===== src/rtl/seg_pkg.sv =====
// Shared definitions for the seven-segment scan multiplexer: scan states,
// the dark-segment constant and the active-low hex glyph table.
package seg_pkg;

    typedef enum logic {
        ST_ON  = 1'b0,
        ST_GAP = 1'b1
    } scan_state_t;

    localparam logic [6:0] SEG_OFF = 7'b1111111;

    // Active-low segments, bit 6 = a ... bit 0 = g; entry 0 is glyph '0'.
    localparam logic [0:15][6:0] HEX_GLYPH = {
        7'b0000001, 7'b1001111, 7'b0010010, 7'b0000110,
        7'b1001100, 7'b0100100, 7'b0100000, 7'b0001111,
        7'b0000000, 7'b0000100, 7'b0001000, 7'b1100000,
        7'b0110001, 7'b1000010, 7'b0110000, 7'b0111000
    };

    function automatic int max3(input int a, input int b, input int c);
        int m;
        m = (a > b) ? a : b;
        return (m > c) ? m : c;
    endfunction

endpackage


===== src/rtl/seg_scan_mux_if.sv =====
// Display bus: digit data and load strobe in, registered anode/cathode drive out.
interface seg_scan_mux_if #(parameter int NUM_DIGITS = 4);

    logic                      load;
    logic [4*NUM_DIGITS-1:0]   digits;
    logic [NUM_DIGITS-1:0]     blank;
    logic [NUM_DIGITS-1:0]     dp;
    logic [NUM_DIGITS-1:0]     anode;
    logic [6:0]                cathode;
    logic                      dp_n;
    logic                      frame_done;

    modport master (
        output load, digits, blank, dp,
        input  anode, cathode, dp_n, frame_done
    );

    modport slave (
        input  load, digits, blank, dp,
        output anode, cathode, dp_n, frame_done
    );

endinterface


===== src/rtl/seg_hex_decoder.sv =====
// Combinational nibble to active-low seven-segment glyph lookup.
module seg_hex_decoder
    import seg_pkg::*;
(
    input  logic [3:0] nibble,
    output logic [6:0] seg
);

    assign seg = HEX_GLYPH[nibble];

endmodule


===== src/rtl/seg_scan_mux.sv =====
// Time-multiplexed seven-segment driver: ON/GAP slot scan with frame-atomic data update.
// All outputs registered; new data lands at the frame wrap, never mid-frame.
module seg_scan_mux
    import seg_pkg::*;
#(
    parameter int NUM_DIGITS = 4,
    parameter int DIV        = 100000,
    parameter int GAP        = 16
)(
    input  logic           clock,
    input  logic           reset,
    seg_scan_mux_if.slave  bus
);

    localparam int CW = $clog2(max3(DIV, GAP, 2));
    localparam int IW = $clog2(NUM_DIGITS);
    localparam int DW = 4 * NUM_DIGITS;

    localparam logic [CW-1:0] ON_LAST  = CW'(DIV - 1);
    localparam logic [CW-1:0] GAP_LAST = CW'((GAP > 0) ? GAP - 1 : 0);
    localparam logic [IW-1:0] IDX_LAST = IW'(NUM_DIGITS - 1);

    scan_state_t              state, nxt_state;
    logic [IW-1:0]            idx, nxt_idx;
    logic [CW-1:0]            cnt, nxt_cnt;
    logic                     run;
    logic                     slot_end;
    logic                     wrap;

    logic [DW-1:0]            pend_dig, shad_dig, nxt_dig;
    logic [NUM_DIGITS-1:0]    pend_blank, shad_blank, nxt_blank;
    logic [NUM_DIGITS-1:0]    pend_dp, shad_dp, nxt_dp;
    logic                     pend_vld;

    logic [3:0]               cur_nibble;
    logic [6:0]               cur_glyph;
    logic                     dark;

    // First cycle after reset holds ON/idx0/cnt0 so slot 0 gets its full DIV cycles.
    always_comb begin
        nxt_state = state;
        nxt_idx   = idx;
        nxt_cnt   = cnt;
        slot_end  = 1'b0;
        if (run) begin
            if (state == ST_ON) begin
                if (cnt == ON_LAST) begin
                    nxt_cnt = '0;
                    if (GAP > 0) nxt_state = ST_GAP;
                    else         slot_end  = 1'b1;
                end else begin
                    nxt_cnt = cnt + CW'(1);
                end
            end else begin
                if (cnt == GAP_LAST) begin
                    nxt_cnt   = '0;
                    nxt_state = ST_ON;
                    slot_end  = 1'b1;
                end else begin
                    nxt_cnt = cnt + CW'(1);
                end
            end
            if (slot_end) nxt_idx = (idx == IDX_LAST) ? '0 : idx + IW'(1);
        end
    end

    assign wrap = slot_end && (idx == IDX_LAST);

    // A load on the wrap edge bypasses pending so it shows in slot 0 of the new frame.
    always_comb begin
        nxt_dig   = shad_dig;
        nxt_blank = shad_blank;
        nxt_dp    = shad_dp;
        if (wrap) begin
            if (bus.load) begin
                nxt_dig   = bus.digits;
                nxt_blank = bus.blank;
                nxt_dp    = bus.dp;
            end else if (pend_vld) begin
                nxt_dig   = pend_dig;
                nxt_blank = pend_blank;
                nxt_dp    = pend_dp;
            end
        end
    end

    assign cur_nibble = nxt_dig[4*nxt_idx +: 4];
    assign dark       = (nxt_state == ST_GAP) || nxt_blank[nxt_idx];

    seg_hex_decoder u_dec (
        .nibble (cur_nibble),
        .seg    (cur_glyph)
    );

    always_ff @(posedge clock) begin
        if (reset) begin
            state          <= ST_ON;
            idx            <= '0;
            cnt            <= '0;
            run            <= 1'b0;
            pend_vld       <= 1'b0;
            pend_dig       <= '0;
            pend_blank     <= '1;
            pend_dp        <= '0;
            shad_dig       <= '0;
            shad_blank     <= '1;
            shad_dp        <= '0;
            bus.anode      <= '1;
            bus.cathode    <= SEG_OFF;
            bus.dp_n       <= 1'b1;
            bus.frame_done <= 1'b0;
        end else begin
            state      <= nxt_state;
            idx        <= nxt_idx;
            cnt        <= nxt_cnt;
            run        <= 1'b1;
            shad_dig   <= nxt_dig;
            shad_blank <= nxt_blank;
            shad_dp    <= nxt_dp;
            if (wrap) begin
                pend_vld <= 1'b0;
            end else if (bus.load) begin
                pend_dig   <= bus.digits;
                pend_blank <= bus.blank;
                pend_dp    <= bus.dp;
                pend_vld   <= 1'b1;
            end
            bus.anode      <= (nxt_state == ST_ON) ? ~(NUM_DIGITS'(1) << nxt_idx) : '1;
            bus.cathode    <= dark ? SEG_OFF : cur_glyph;
            bus.dp_n       <= dark | ~nxt_dp[nxt_idx];
            bus.frame_done <= wrap;
        end
    end

endmodule


===== src/flat_wrapper.sv =====
// flat-port wrapper written by rule: the top's interface ports become plain ports
module seg_scan_mux_flat import seg_pkg::*;
#(
    parameter int NUM_DIGITS = 4,
    parameter int DIV        = 100000,
    parameter int GAP        = 16
)
  (clock, reset, bus_load, bus_digits, bus_blank, bus_dp, bus_anode, bus_cathode, bus_dp_n, bus_frame_done);
  seg_scan_mux_if #(.NUM_DIGITS(NUM_DIGITS)) bus_i ();
  input  logic clock;
  input  logic reset;
  input wire logic [$bits(bus_i.load)-1:0] bus_load;
  input wire logic [$bits(bus_i.digits)-1:0] bus_digits;
  input wire logic [$bits(bus_i.blank)-1:0] bus_blank;
  input wire logic [$bits(bus_i.dp)-1:0] bus_dp;
  output wire logic [$bits(bus_i.anode)-1:0] bus_anode;
  output wire logic [$bits(bus_i.cathode)-1:0] bus_cathode;
  output wire logic [$bits(bus_i.dp_n)-1:0] bus_dp_n;
  output wire logic [$bits(bus_i.frame_done)-1:0] bus_frame_done;
  assign bus_i.load = bus_load;
  assign bus_i.digits = bus_digits;
  assign bus_i.blank = bus_blank;
  assign bus_i.dp = bus_dp;
  assign bus_anode = bus_i.anode;
  assign bus_cathode = bus_i.cathode;
  assign bus_dp_n = bus_i.dp_n;
  assign bus_frame_done = bus_i.frame_done;
  seg_scan_mux #(.NUM_DIGITS(NUM_DIGITS), .DIV(DIV), .GAP(GAP)) u_core (.clock(clock), .reset(reset), .bus(bus_i));
endmodule

===== config.mk =====
export PLATFORM = sky130hd
export DESIGN_NAME = seg_scan_mux_flat
export DESIGN_NICKNAME = d
export VERILOG_FILES = /design/src/rtl/seg_pkg.sv /design/src/rtl/seg_scan_mux_if.sv /design/src/rtl/seg_hex_decoder.sv /design/src/rtl/seg_scan_mux.sv /design/src/flat_wrapper.sv
export SDC_FILE = /design/constraint.sdc
export NUM_CORES = 1
export LEC_CHECK = 0
export CAP_MARGIN = 40
export CORE_UTILIZATION = 51
export DETAILED_ROUTE_END_ITERATION = 7
export GPL_TIMING_DRIVEN = 0
export HOLD_SLACK_MARGIN = 0.08
export PLACE_DENSITY = 0.76
export SETUP_SLACK_MARGIN = 0.1
export SYNTH_ARGS = -nofsm -noshare
export SYNTH_HDL_FRONTEND = slang
export SYNTH_SLANG_ARGS = --single-unit

===== constraint.sdc =====
create_clock -name clock -period 3.5 [get_ports clock]
set_input_delay 0.525 -clock clock [delete_from_list [all_inputs] [get_ports clock]]
set_output_delay 0.525 -clock clock [all_outputs]
set_load 0.1 [all_outputs]

==> summary.txt, run 1 <==
Timing
  – Clock Skews: 0.0106 ns
  – Final-report setup violation count: 1
  – Post-layout min period: 3.52 ns
  – Fin. max-slew vios: 0
  – RSZ-0062 raised after global routing: yes
  – Final worst slack: -0.0233 ns
  – Rel. slew slack: 0.591
  – Final Hold Viols: 0
  – Worst slew pin tran: 0.611 ns
  – Crit share post-route: 1.01
  – Max Fclk: 284 MHz
  – TNS Setup: -0.0233 ns

Synthesis
  – Synth warnings: 0
  – Flops & latches, synth: 83
  – Synth Net Count: 485
  – Synthesized cell area: 3710 um^2
  – Mean post-synth cell area: 8.24 um^2
  – Post-synthesis sequential area ratio: 0.448
  – Synth Instances: 450
  – Synth cell types: 50

Clock tree
  – Bufs on Longest Clock Path: 2
  – # clock sinks: 83
  – CTS tree: done
  – Clk pin slew, worst setup/hold paths: 0.08 ns
  – Worst skew pair latency: 0.35 ns
  – TritonCTS Buffers: 9
  – H-tree levels: 3
  – CTS Hold Bufs: 0
  – CTS root buffer: clkbuf_8

Worst hold path
  – Endpoint of the worst hold path: u_core.pend_dig[1]$_SDFFE_PP0P_
  – Hold depth: 2
  – Worst hold path class: reg2reg
  – Worst Hold Launch: u_core.pend_dig[1]$_SDFFE_PP0P_

Power
  – Leak: 1.91 nW
  – Peak supply drop: 0.000229 V
  – Int Pwr: 1.36 mW
  – Net Sw Frac: 0.234
  – Part of the power in registers: 0.549
  – Sw power: 415 uW
  – Clock power frac: 0.377
  – Power per cell area: 354 nW/um^2
  – Power share of the combinational group: 0.074
  – Power after layout: 1.78 mW

Cells and area
  – Share of cells above drive strength 1: 0.203
  – # diodes: 0
  – Final core utilization: 0.726
  – Area delta synth->final: 35.2%
  – FILL cells: 542
  – Nets: 575
  – FF/Latch Area: 1680 um^2
  – Area of the multi-input gates: 2050 um^2
  – Finished Cell Area: 5010 um^2

Route
  – DR WL/cell: 14.7 um
  – First drt pass iteration count: 5
  – Drt drc: 0
  – WL final: 9400 um
  – Iteration-0 DRC Markers: 225
  – DR vias: 3524
  – Vias per cell: 5.51
  – Antenna-violating nets left: 0

Setup path
  – Crit path arrival time: 3.75 ns
  – WP data required: 3.72 ns
  – Worst R2R End: u_core.bus.cathode[3]$_SDFF_PP1_
  – CP max FO: 6
  – RR Startpoint: u_core.cnt[16]$_SDFFE_PP0P_
  – Most frequent CP cell: buf_6
  – Crit path kind: reg2reg
  – Worst path max stage delay: 0.57 ns
  – R2r setup slk: -0.02 ns
  – Buf/Inv on CP: 3
  – Worst path cell trace: or4b_4 -> or4_4 -> buf_8 -> nor4b_4 -> buf_6 -> o21ai_2 -> mux4_2 -> buf_6 -> ha_4 -> mux2i_1 -> and2_1 -> o21ai_1
  – Type of element launching the critical path: register
  – Top delay family on crit path: simple AND/OR/NAND/NOR gates
  – CP max stage cell: mux4_2
  – Worst reg2reg path depth: 12
  – Critical path endpoint category: register

Placement
  – Routability cong.: 0.807
  – Placed cell areas: 4430 um^2
  – Dpl hpwl: 6340 um
  – Worst slack, placed: -0.564 ns
  – Port bufs: 39

Global routing
  – First-pass GRT wire length: 15100 um
  – Tot GR Track Use: 0.259
  – Initial antenna violation count: 0
  – Vias in the first global route: 3205
  – Largest net degree at the start of global routing: 13
  – Total grt overflow: 0

Floorplanning
  – Overall die height: 87.3 um
  – IO Pins: 40
  – Die Area: 7610 um^2
  – Die width: 87.3 um
  – Initial core utilization: 0.537
  – Placeable Area: 6910 um^2
  – Core Rows: 30

Job
  – MaxCap Viol Count: 0

Status
  – Failing checks: negative setup slack
  – Status: finished with violations
## placed cells by master, fill, tap and decap left out, types with 10 or more instances in the layout
| cell type | instances |
|---|---|
| nor2_1 | 59 |
| nand2_1 | 77 |
| nand3_1 | 11 |
| clkdlybuf4s50_1 | 39 |
| buf_8 | 14 |
| a21oi_1 | 35 |
| buf_4 | 25 |
| clkbuf_8 | 10 |
| dfxtp_1 | 74 |
| inv_1 | 13 |
| clkbuf_1 | 16 |
| o22ai_1 | 13 |
## synthesized netlist by cell type, drive strengths merged
cell	n	area (um^2)
dfxtp	83	1660
nand2	78	293
nor2	63	236
a21oi	37	189
inv	16	60.1
o21ai	16	80.1
clkbuf	15	56.3
o22ai	15	93.8
nand3	12	60.1
buf	9	56.3
ha	8	100
xnor2	8	70.1
xor2	8	70.1
nor3	7	35.0
o22a	7	61.3
mux2i	6	60.1
a211oi	5	37.5
a22oi	5	37.5
o211ai	5	37.5
and2	4	25.0
nand4	4	25.0
o221ai	4	41.3
or3	4	25.0
or4	4	37.5
mux2	3	37.5
nand2b	3	18.8
nor2b	3	18.8
a32oi	2	17.5
o31ai	2	15.0
or2	2	12.5
a221oi	1	15.0
a2bb2oi	1	8.76
and3	1	6.26
and4	1	8.76
clkinv	1	3.75
mux4	1	22.5
nor3b	1	7.51
nor4	1	6.26
nor4b	1	23.8
o2111ai	1	8.76
o41ai	1	16.3
or4b	1	10.0
## worst min-delay path: stages, from the launching register on
cell	delay, ns
dfxtp_1	0.31
nand2_1	0.05
a21oi_1	0.05
## how the worst max path moves through the flow
stage / start / endpoint / slack (ns) / cells past startpoint
3_3_place_gp: u_core.cnt[11]$_SDFFE_PP0P_ / u_core.bus.cathode[0]$_SDFF_PP1_ / -0.46 / 13
2_1_floorplan: u_core.cnt[11]$_SDFFE_PP0P_ / u_core.bus.cathode[0]$_SDFF_PP1_ / 0.11 / 13
6_report: u_core.cnt[16]$_SDFFE_PP0P_ / u_core.bus.cathode[3]$_SDFF_PP1_ / -0.02 / 12
4_1_cts: u_core.cnt[14]$_SDFFE_PP0P_ / u_core.bus.cathode[3]$_SDFF_PP1_ / 0.08 / 14
5_1_grt: u_core.cnt[16]$_SDFFE_PP0P_ / u_core.bus.cathode[3]$_SDFF_PP1_ / -0.08 / 13
3_5_place_dp: u_core.cnt[11]$_SDFFE_PP0P_ / u_core.bus.cathode[0]$_SDFF_PP1_ / -0.56 / 13
## final cells by class
class | count | area share
Inverter | 17 | 0.0127
Timing Repair Buffer | 79 | 0.160
Buffer | 24 | 0.0242
Clock buffer | 11 | 0.0282
Sequential cell | 83 | 0.335
Multi-Input combinational cell | 326 | 0.409
Tap cell | 96 | 0.0240
Clock inverter | 3 | 0.00799
## power groups by stage
stage                     Combinational (mW)  Clock [mW]  Sequential (mW)
after detailed placement               0.128           0            0.998
after floorplan                       0.0650           0             1.00
after global placement                 0.123           0            0.997
after CTS                              0.128       0.677            0.974
after global routing                   0.143       0.721            0.977
final                                  0.131       0.670            0.975
## flip-flops by register name (all words and copies together) (netlist names), 7 cells and up
register,count
u_core.bus.cathode,7
u_core.shad_dig,16
u_core.cnt,17
u_core.pend_dig,16
## metrics by stage
| step | hold slack [ns] | instances |
|---|---|---|
| 6_report | 0.458 | 639 |
| 5_1_grt | 0.477 | 639 |
| 4_1_cts | 0.458 | 621 |
| 3_5_place_dp | 0.447 | 598 |
| 3_3_place_gp | 0.441 | 585 |
| 2_1_floorplan | 0.436 | 450 |
## kinds of logic after synthesis
family | after synthesis | synth area share
compound gates | 102 | 0.178
xor+xnor | 16 | 0.0378
mux | 10 | 0.0324
flops | 83 | 0.448
fa+ha+maj | 8 | 0.0270
simple gates | 190 | 0.229
buf+inv | 41 | 0.0476
## layer usage
layer	vias to the layer above	share of wire	GRT usage
li1	1730	-	-
met2	134	0.49	0.423
met1	1641	0.45	0.340
met5	-	0	0
met3	19	0.053	0.0559
met4	0	0.015	0.0849
## timing repair
action,4_1_cts,5_1_grt
endpoints found under the setup margin,7,8
pin swaps,6,18
buffers inserted,9,18
gates resized for setup,22,33
endpoints found under the hold margin,0,0
cloned,0,0
Power figures use the tool's default switching activity.
==> run 2: changes to the inputs <==
- GPL_ROUTABILITY_DRIVEN: unset -> 0
- SYNTH_HIERARCHICAL: unset -> 1
==> run 2 against run 1 <==
Largest power group unchanged. Highest routed layer unchanged. Total power rose by 1.9%. Sequential share of layout area down 1.6 points. The run still ends with negative setup slack left. Sequential power about the same. Largest cell class unchanged.
==> summary.txt, run 2 <==
Status
  – Status: finished with violations (unchanged)
  – Failing checks: negative setup slack (unchanged)

Cells and area
  – Final core utilization: 0.711 (was 0.726)
  – Top flop regs: u_core/cnt (17), u_core/pend_dig (16), u_core/shad_dig (16) (was u_core.cnt (17), u_core.pend_dig (16), u_core.shad_dig (16))
  – Largest register FFs: 17 (unchanged)
  – Share of cells above drive strength 1: 0.220 (was 0.203)
  – Nets: 581 (was 575)
  – Leading cell type in the layout, fill and taps excluded: dfxtp_1 (was nand2_1)
  – # diodes: 0 (unchanged)
  – Area delta synth->final: 32.8% (was 35.2%)
  – Most frequent cells in the layout: 80 x dfxtp_1, 70 x nand2_1, 49 x nor2_1, 39 x clkdlybuf4s50_1, 27 x buf_4 (was 77 x nand2_1, 74 x dfxtp_1, 59 x nor2_1, 39 x clkdlybuf4s50_1, 35 x a21oi_1)
  – Largest reg by FF count: u_core/cnt (was u_core.cnt)

Power
  – Peak supply drop: 0.000241 V (was 0.000229 V)
  – Power per cell area: 345 nW/um^2 (was 354 nW/um^2)
  – Leak: 1.93 nW (was 1.91 nW)

Clock tree
  – CTS tree: done (unchanged)
  – H-tree levels: 3 (unchanged)
  – CTS Hold Bufs: 0 (unchanged)
  – Worst skew pair latency: 0.36 ns (was 0.35 ns)
  – CTS root buffer: clkbuf_8 (unchanged)
  – TritonCTS Buffers: 9 (unchanged)
  – Clk pin slew, worst setup/hold paths: 0.09 ns (was 0.08 ns)
  – # clock sinks: 83 (unchanged)
  – Bufs on Longest Clock Path: 2 (unchanged)

Timing
  – RSZ-0062 raised after global routing: yes (unchanged)
  – Max Fclk: 285 MHz (was 284 MHz)
  – Final Hold Viols: 0 (unchanged)
  – Rel. slew slack: 0.463 (was 0.591)
  – Final-report setup violation count: 3 (was 1)
  – Post-layout min period: 3.51 ns (was 3.52 ns)
  – Clock Skews: 0.0123 ns (was 0.0106 ns)
  – Final worst slack: -0.00673 ns (was -0.0233 ns)
  – Fin. max-slew vios: 0 (unchanged)
  – Crit share post-route: 1.00 (was 1.01)
  – Worst slew pin tran: 0.796 ns (was 0.611 ns)

Synthesis
  – Synth top area share: 0.421 (was 0.448)
  – Count leader, synth: dfxtp_1 (unchanged)
  – Synth cell types: 65 (was 50)
  – Post-synth top flop: dfxtp_1 (unchanged)
  – Synth Net Count: 493 (was 485)
  – Flops & latches, synth: 83 (unchanged)
  – Top cells by area, synth: dfxtp_1 42%, nand2_1 6.8%, nor2_1 4.9% (was dfxtp_1 45%, nand2_1 7.9%, nor2_1 6.4%)
  – Mean post-synth cell area: 8.64 um^2 (was 8.24 um^2)
  – Synth warnings: 6 (was 0)
  – Async set-reset flop share out of synthesis: 0 (unchanged)
  – Post-synth EDFFs: 0 (unchanged)
  – Top cell types by occurrence after synthesis: 83 x dfxtp_1, 72 x nand2_1, 52 x nor2_1 (was 83 x dfxtp_1, 78 x nand2_1, 63 x nor2_1)
  – Post-synthesis sequential area ratio: 0.421 (was 0.448)
  – Synth Instances: 457 (was 450)
  – Synthesized cell area: 3950 um^2 (was 3710 um^2)
  – Area leader, netlist: dfxtp_1 (unchanged)

Route
  – Vias per cell: 5.72 (was 5.51)
  – Iteration-0 DRC Markers: 227 (was 225)
  – Antenna-violating nets left: 0 (unchanged)
  – WL final: 10100 um (was 9400 um)
  – DR WL/cell: 15.6 um (was 14.7 um)
  – DR vias: 3711 (was 3524)
  – First drt pass iteration count: 5 (unchanged)
  – Drt drc: 0 (unchanged)

Setup path
  – WP data required: 3.75 ns (was 3.72 ns)
  – Type of element launching the critical path: register (unchanged)
  – R2r setup slk: -0.007 ns (was -0.02 ns)
  – Buf/Inv on CP: 5 (was 3)
  – Worst path cell trace: or3_1 -> buf_2 -> nor3_4 -> and3_4 -> buf_6 -> buf_8 -> o22a_1 -> o311ai_4 -> o22ai_2 -> a221o_1 -> inv_2 -> ha_4 -> inv_2 -> mux4_2 -> or2_1 (was or4b_4 -> or4_4 -> buf_8 -> nor4b_4 -> buf_6 -> o21ai_2 -> mux4_2 -> buf_6 -> ha_4 -> mux2i_1 -> and2_1 -> o21ai_1)
  – Most frequent CP cell: inv_2 (was buf_6)
  – Top delay family on crit path: simple AND/OR/NAND/NOR gates (unchanged)
  – CP max stage cell: mux4_2 (unchanged)
  – Worst reg2reg path depth: 15 (was 12)
  – Worst R2R End: u_core/bus.cathode[3]$_SDFF_PP1_ (was u_core.bus.cathode[3]$_SDFF_PP1_)
  – RR Startpoint: u_core/cnt[5]$_SDFFE_PP0P_ (was u_core.cnt[16]$_SDFFE_PP0P_)
  – CP max FO: 6 (unchanged)
  – Crit path arrival time: 3.75 ns (about the same)
  – Worst path max stage delay: 0.42 ns (was 0.57 ns)
  – Crit path kind: reg2reg (unchanged)
  – Critical path endpoint category: register (unchanged)

Global routing
  – Largest net degree at the start of global routing: 16 (was 13)
  – First-pass GRT wire length: 17000 um (was 15100 um)
  – Total grt overflow: 0 (unchanged)
  – Vias in the first global route: 3603 (was 3205)
  – GR Layer Usage met3: 0.0584 (was 0.0559)
  – GR Layer Usage met1: 0.319 (was 0.340)
  – Tot GR Track Use: 0.260 (was 0.259)
  – Gr busiest metal: met2 (unchanged)
  – Global Route met2 Usage: 0.455 (was 0.423)
  – Initial antenna violation count: 0 (unchanged)

Floorplanning
  – Die Area: 8090 um^2 (was 7610 um^2)
  – Core Rows: 31 (was 30)
  – Initial core utilization: 0.535 (was 0.537)
  – Overall die height: 90.0 um (was 87.3 um)
  – Placeable Area: 7370 um^2 (was 6910 um^2)
  – IO Pins: 40 (unchanged)
  – Die width: 90.0 um (was 87.3 um)

Worst hold path
  – Worst hold path class: reg2reg (unchanged)
  – Endpoint of the worst hold path: u_core/pend_dig[10]$_SDFFE_PP0P_ (was u_core.pend_dig[1]$_SDFFE_PP0P_)
  – Hold depth: 2 (unchanged)
  – Worst Hold Launch: u_core/pend_dig[10]$_SDFFE_PP0P_ (was u_core.pend_dig[1]$_SDFFE_PP0P_)

Placement
  – Worst slack, placed: -0.536 ns (was -0.564 ns)
  – Port bufs: 39 (unchanged)
  – Dpl hpwl: 6900 um (was 6340 um)

Job
  – MaxCap Viol Count: 0 (unchanged)
run 2: timing repair:
item                                    CTS  global route
endpoints found under the setup margin    7             7
pin swaps                                14            12
buffers inserted                         19             6
hold endpoints to repair                  0             0
resized for setup                        30            11
run 2: kinds of logic after synthesis:
kind of cell    count (synthesis)  synth area share
buf+inv                        35            0.0447
mux                            12            0.0403
compound gates                 85             0.163
fa+ha+maj                       9            0.0285
flops                          83             0.421
xor+xnor                       16            0.0355
simple gates                  217             0.267
run 2: layout make-up:
class / count / area [um^2]
timing repair buffer: 77 / 773
clock buffer: 9 / 124
clock inverter: 7 / 76.3
buffer: 27 / 173
multi-input combinational: 339 / 2270
fill: 575 / 2130
sequential: 83 / 1670
inverter: 8 / 30.0
tap: 99 / 124
run 2: per-stage QoR:
step	hold slack [ns]	cell area [um^2]	TNS (ns)	power (mW)	cells
floorplan	0.433	3990	0	1.07	457
global placement	0.442	4500	-0.930	1.12	595
detailed placement	0.449	4690	-1.46	1.13	608
CTS	0.463	5150	-0.0563	1.82	643
global route	0.482	5240	-0.520	1.88	649
finish	0.463	5240	-0.0174	1.81	649
run 2: worst min-delay path, delay by kind of cell, from the launching register on:
| kind | cells | cell delay, ns |
|---|---|---|
| AOI/OAI and AO/OA | 1 | 0.05 |
| DFF | 1 | 0.32 |
| and+or+nand+nor | 1 | 0.05 |
run 2: report_power, final:
| part | total (mW) | leakage (nW) | internal [mW] | switching [mW] |
|---|---|---|---|---|
| clock | 0.696 | 0.0958 | 0.333 | 0.363 |
| combinational | 0.137 | 1.16 | 0.0585 | 0.0784 |
| sequential | 0.976 | 0.677 | 0.963 | 0.0132 |
| total | 1.81 | 1.93 | 1.35 | 0.455 |
run 2: worst max-delay path by stage:
stage	to	slack, ns	cells past startpoint	from
after floorplan	u_core/bus.cathode[3]$_SDFF_PP1_	0.10	14	u_core/cnt[11]$_SDFFE_PP0P_
after global placement	u_core/bus.cathode[3]$_SDFF_PP1_	-0.46	12	bus_load
after detailed placement	u_core/bus.cathode[3]$_SDFF_PP1_	-0.54	12	bus_load
after CTS	u_core/bus.cathode[3]$_SDFF_PP1_	-0.06	15	u_core/cnt[13]$_SDFFE_PP0P_
after global routing	u_core/bus.cathode[3]$_SDFF_PP1_	-0.17	13	u_core/cnt[5]$_SDFFE_PP0P_
final	u_core/bus.cathode[3]$_SDFF_PP1_	-0.007	15	u_core/cnt[5]$_SDFFE_PP0P_
run 2: routing by layer:
layer | wire (um) | vias to the layer above
met3 | 440 | 11
li1 | - | 1797
met4 | 109 | 0
met5 | 0 | -
met2 | 5090 | 98
met1 | 4490 | 1805
